<file path="src/rtl/spi_monarch_16.sv">
// SPI monarch: one 16-bit full-duplex transaction per wrt pulse, SCLK = clk/32, SCLK idles high.
// Serf select and done are registered; rd_data is the shift register itself.
module spi_monarch_16 (
  input  logic        clk,
  input  logic        rst_n,
  input  logic        wrt,
  input  logic [15:0] wt_data,
  output logic        done,
  output logic [15:0] rd_data,
  output logic        SS_n,
  output logic        SCLK,
  output logic        MOSI,
  input  logic        MISO
);

  typedef enum logic [1:0] {
    IDLE,
    FRNT_PRCH,
    SHIFTING
  } state_t;

  localparam logic [4:0] DIV_LOAD = 5'b10111;
  localparam logic [4:0] SMPL_PT  = 5'b01111;
  localparam logic [4:0] SHFT_PT  = 5'b11111;

  state_t      r_state;
  state_t      w_nxtState;
  logic [4:0]  r_sclkDiv;
  logic [15:0] r_shftReg;
  logic [3:0]  r_bitCnt;
  logic        r_misoSmpl;
  logic        r_done;
  logic        r_ssN;
  logic        w_load;
  logic        w_shift;
  logic        w_finish;

  always_ff @(posedge clk or negedge rst_n) begin
    if (!rst_n) r_state <= IDLE;
    else        r_state <= w_nxtState;
  end

  always_comb begin
    w_nxtState = r_state;
    w_load     = 1'b0;
    w_shift    = 1'b0;
    w_finish   = 1'b0;
    case (r_state)
      IDLE: begin
        if (wrt) begin
          w_load     = 1'b1;
          w_nxtState = FRNT_PRCH;
        end
      end
      FRNT_PRCH: begin
        if (r_sclkDiv == SHFT_PT) w_nxtState = SHIFTING;
      end
      SHIFTING: begin
        if (r_sclkDiv == SHFT_PT) begin
          w_shift = 1'b1;
          if (r_bitCnt == 4'hF) begin
            w_finish   = 1'b1;
            w_nxtState = IDLE;
          end
        end
      end
      default: w_nxtState = IDLE;
    endcase
  end

  // Reloading on the final shift parks SCLK high so there is no 17th falling edge.
  always_ff @(posedge clk or negedge rst_n) begin
    if (!rst_n)                  r_sclkDiv <= DIV_LOAD;
    else if (w_load || w_finish) r_sclkDiv <= DIV_LOAD;
    else if (r_state != IDLE)    r_sclkDiv <= r_sclkDiv + 5'd1;
  end

  always_ff @(posedge clk or negedge rst_n) begin
    if (!rst_n)                                         r_misoSmpl <= 1'b0;
    else if (r_state != IDLE && r_sclkDiv == SMPL_PT)   r_misoSmpl <= MISO;
  end

  always_ff @(posedge clk or negedge rst_n) begin
    if (!rst_n) begin
      r_shftReg <= 16'h0000;
      r_bitCnt  <= 4'h0;
    end else if (w_load) begin
      r_shftReg <= wt_data;
      r_bitCnt  <= 4'h0;
    end else if (w_shift) begin
      r_shftReg <= {r_shftReg[14:0], r_misoSmpl};
      r_bitCnt  <= r_bitCnt + 4'd1;
    end
  end

  always_ff @(posedge clk or negedge rst_n) begin
    if (!rst_n) begin
      r_done <= 1'b0;
      r_ssN  <= 1'b1;
    end else if (w_load) begin
      r_done <= 1'b0;
      r_ssN  <= 1'b0;
    end else if (w_finish) begin
      r_done <= 1'b1;
      r_ssN  <= 1'b1;
    end
  end

  assign done    = r_done;
  assign SS_n    = r_ssN;
  assign SCLK    = r_sclkDiv[4];
  assign MOSI    = r_shftReg[15];
  assign rd_data = r_shftReg;

endmodule

</file>
<file path="config.mk">
export PLATFORM = sky130hd
export DESIGN_NAME = spi_monarch_16
export DESIGN_NICKNAME = d
export VERILOG_FILES = /design/src/rtl/spi_monarch_16.sv
export SDC_FILE = /design/constraint.sdc
export NUM_CORES = 1
export LEC_CHECK = 0
export BUFFER_PORTS_ARGS = -buffer_cell sky130_fd_sc_hd__clkbuf_2
export CAP_MARGIN = 20
export CELL_PAD_IN_SITES_DETAIL_PLACEMENT = 0
export CELL_PAD_IN_SITES_GLOBAL_PLACEMENT = 1
export CORE_MARGIN = 1.5
export CORE_UTILIZATION = 35
export DETAILED_ROUTE_END_ITERATION = 7
export GPL_TIMING_DRIVEN = 0
export PLACE_DENSITY_LB_ADDON = 0.1
export SLEW_MARGIN = 20
export SYNTH_ARGS = -nofsm -noshare
export SYNTH_HDL_FRONTEND = slang
export SYNTH_SLANG_ARGS = --single-unit
</file>
<file path="constraint.sdc">
create_clock -name clk -period 5.2 [get_ports clk]
set_clock_uncertainty 0.05 [all_clocks]
set_input_delay 0.26 -clock clk [delete_from_list [all_inputs] [get_ports clk]]
set_output_delay 0.26 -clock clk [all_outputs]
set_load 0.05 [all_outputs]
</file>
==> metrics.txt <==
Die Width=67.18 um; P_leak=0.0009685 uW; Final Max Slew Viols=0; H-tree depth=2; worst path bufs/invs=2; flops & latches, synth=30; CTS clock-pin slew for the worst setup and hold paths=0.06 ns; post-cts resize count=0; first drt pass iteration count=4; Hold Buf Count CTS=0; final hold violation count=17; DR iter-0 viols=46; Worst-Skew Late Latency=0.28 ns; Synth Flop Type=dfrtp_1; Routed WL per cell=14.29 um; largest net degree at the start of global routing=31; Root Buffer=clkbuf_8; outcome=complete, but fails checks; achievable frequency=467.4 MHz; Synth area leaders=dfrtp_1 43%, a22o_1 11%, dfstp_2 9.1%; kind of critical path=reg2reg; antenna violations before repair=0; Remaining DRCs=0; Crit. End Element=flip-flop; Gate power share=47.9%; WP data required=5.32 ns; power density over the cells=638.5 mW/mm^2; Unique masters post-synth=32; Post-synth EDFFs=0; nets@finish=187; crit-path leading delay family=flip-flops; hold_ws=-0.009556 ns; worst slew pin tran=0.7654 ns; RSZ-0062 raised after global routing=no; CTS tree=done; global route overflow=0; Final Non-Filler Cells=213; Port Buffer Count=39; routed vias/inst=5.000; share of cells above drive strength 1=39.88%; DIE HEIGHT=67.18 um; Yosys top cell area share=43.40%; Synth area leader=dfrtp_1; vias in the first global route=1000; max cap viols=0; critical path peak fanout=10; GRT Total Usage=15.05%; peak supply drop=0.2136 mV; CP Launch Type=flip-flop; Mapped Cells=116; Final Wtd Congestion=0.6861; Mean Syn Cell Area=12.43 sq um; Clk pwr share=17.0%; Synth Warn #=0; cell area after synthesis=0.001441 sq mm; Pint=622.1 uW; DRT Wirelength=3044 um; Final setup viols=0; Reg2Reg Setup Slack=3.06 ns; WP data arrival=2.26 ns; sequential share of power=35.1%; fin crit period=2.139 ns; switching share of power=45.58%; CP cell instances=ha_1, and3_1, ha_1, and3b_1, buf_4, nor2_4, buf_4, a21o_1; Synthesized Nets=141; clk sinks=30; Crit path largest cell delay=0.55 ns; Ports=40; max_slew headroom=48.98%; HPWL Detailed=2162 um; area delta synth->final=24.22%; setup tns final=0 ns; first-pass GRT wire length=4905 um; Cell Count Post-Placement=205; failing checks=hold timing; DR vias=1065; ys async rst share=100.0%; Initial Util=36.29%; post-route ant nets=0; Core ar.=0.003971 sq mm; P_sw=521.1 uW; Fillers=399; placement row count=23; clock buffer depth=2; fin crit share=41.14%; Hold Path Class=in2async; antenna cells=0; sequential fraction of the synthesis area=52.52%; Die ar.=0.004512 sq mm; cts bufs inserted=5; Slowest cell on crit path=dfstp_2; Post-CTS Setup Inserts=0
-- cell families (layout without fill, tap and decap cells) --
| group | Yosys count | count (layout) | share of synthesized area [%] |
|---|---|---|---|
| simple gates | 18 | 18 | 8.855 |
| compound gates | 45 | 45 | 24.13 |
| mux | 4 | 4 | 3.038 |
| flops | 30 | 30 | 52.52 |
| xor+xnor | 3 | 3 | 1.823 |
| fa+ha+maj | 5 | 5 | 4.340 |
| buf+inv | 11 | 58 | 5.295 |
-- layout make-up --
type / instances / area (sq um) / area share [%]
repair buffers: 39 / 195.2 / 10.90
inverters: 3 / 11.26 / 0.6289
clock buffers: 7 / 86.33 / 4.822
plain buffers: 8 / 65.06 / 3.634
multi-input cells: 75 / 608.1 / 33.96
clock inverters: 1 / 5.005 / 0.2795
well taps: 50 / 62.56 / 3.494
flip-flops and latches: 30 / 757.0 / 42.28
-- power groups by stage --
stage,sequential (uW),combinational (uW),clock [uW]
2_1_floorplan,606,225,0
3_3_place_gp,401,545,0
3_5_place_dp,406,554,0
4_1_cts,403,555,201
5_1_grt,415,586,213
6_report,401,548,194
-- Yosys cell counts, types with 2 or more instances --
library cell	instances
dfstp_2	5
nand3b_1	3
mux2_2	3
buf_6	2
nand3_1	2
ha_1	5
buf_4	5
o22a_1	3
xor2_1	2
a21oi_1	3
inv_1	3
nand2b_1	2
nand2_1	2
o21ai_0	2
a22o_1	18
a21o_1	15
o21bai_1	2
dfrtp_1	25
-- placed cells by master (no fill, tap or decap), types with 2 or more instances in the layout --
cell	netlist	layout
clkbuf_2	0	39
o21bai_1	2	2
a22o_1	18	18
nand3b_1	3	3
inv_1	3	3
nand2_1	2	2
a21o_1	15	15
buf_4	5	5
clkbuf_8	0	6
buf_6	2	2
o22a_1	3	3
xor2_1	2	2
ha_1	5	5
mux2_2	3	3
dfstp_2	5	5
a21oi_1	3	3
dfrtp_1	25	25
o21ai_0	2	2
nand2b_1	2	2
nand3_1	2	2
-- metal layers --
layer	part of all wire (%)	routed length, um	vias to the layer above	track usage, %
met4	1.8	54	0	6.888
met5	0	0	-	0
met1	45	1383	511	19.30
met3	6.4	196	5	5.833
met2	46	1409	30	22.40
li1	-	-	519	-
-- through the flow --
stage	setup WS [ns]	instance area, sq um	util, %	hold WS, ns	power (uW)
after floorplan	3.248	1441	-	-0.08559	830.7
after global placement	3.085	1699	42.79	0.3094	945.8
after detailed placement	3.044	1699	42.79	0.3310	960.1
after CTS	3.040	1790	45.09	0.02558	1158
after global routing	2.912	1790	45.09	0.04910	1213
final	3.061	1790	45.09	-0.009556	1143
-- path summary, 6_finish.rpt --
path	startpoint	to	cells past startpoint
max	r_sclkDiv[0]	rd_data[12]	8
min	rst_n	rd_data[10]	1
max reg2reg	r_sclkDiv[0]	rd_data[12]	8
min reg2reg	rd_data[2]	rd_data[2]	1
max in group asynchronous	rst_n	r_misoSmpl	1
min in group clk	wt_data[15]	rd_data[15]	3
-- sequential cells by signal, summed over array words and instances, names as in the netlist --
name        flops
done            1
SS_n            1
r_misoSmpl      1
rd_data        16
r_bitCnt        4
r_state         2
r_sclkDiv       5
Note: power is estimated with default switching activity, not from simulation.
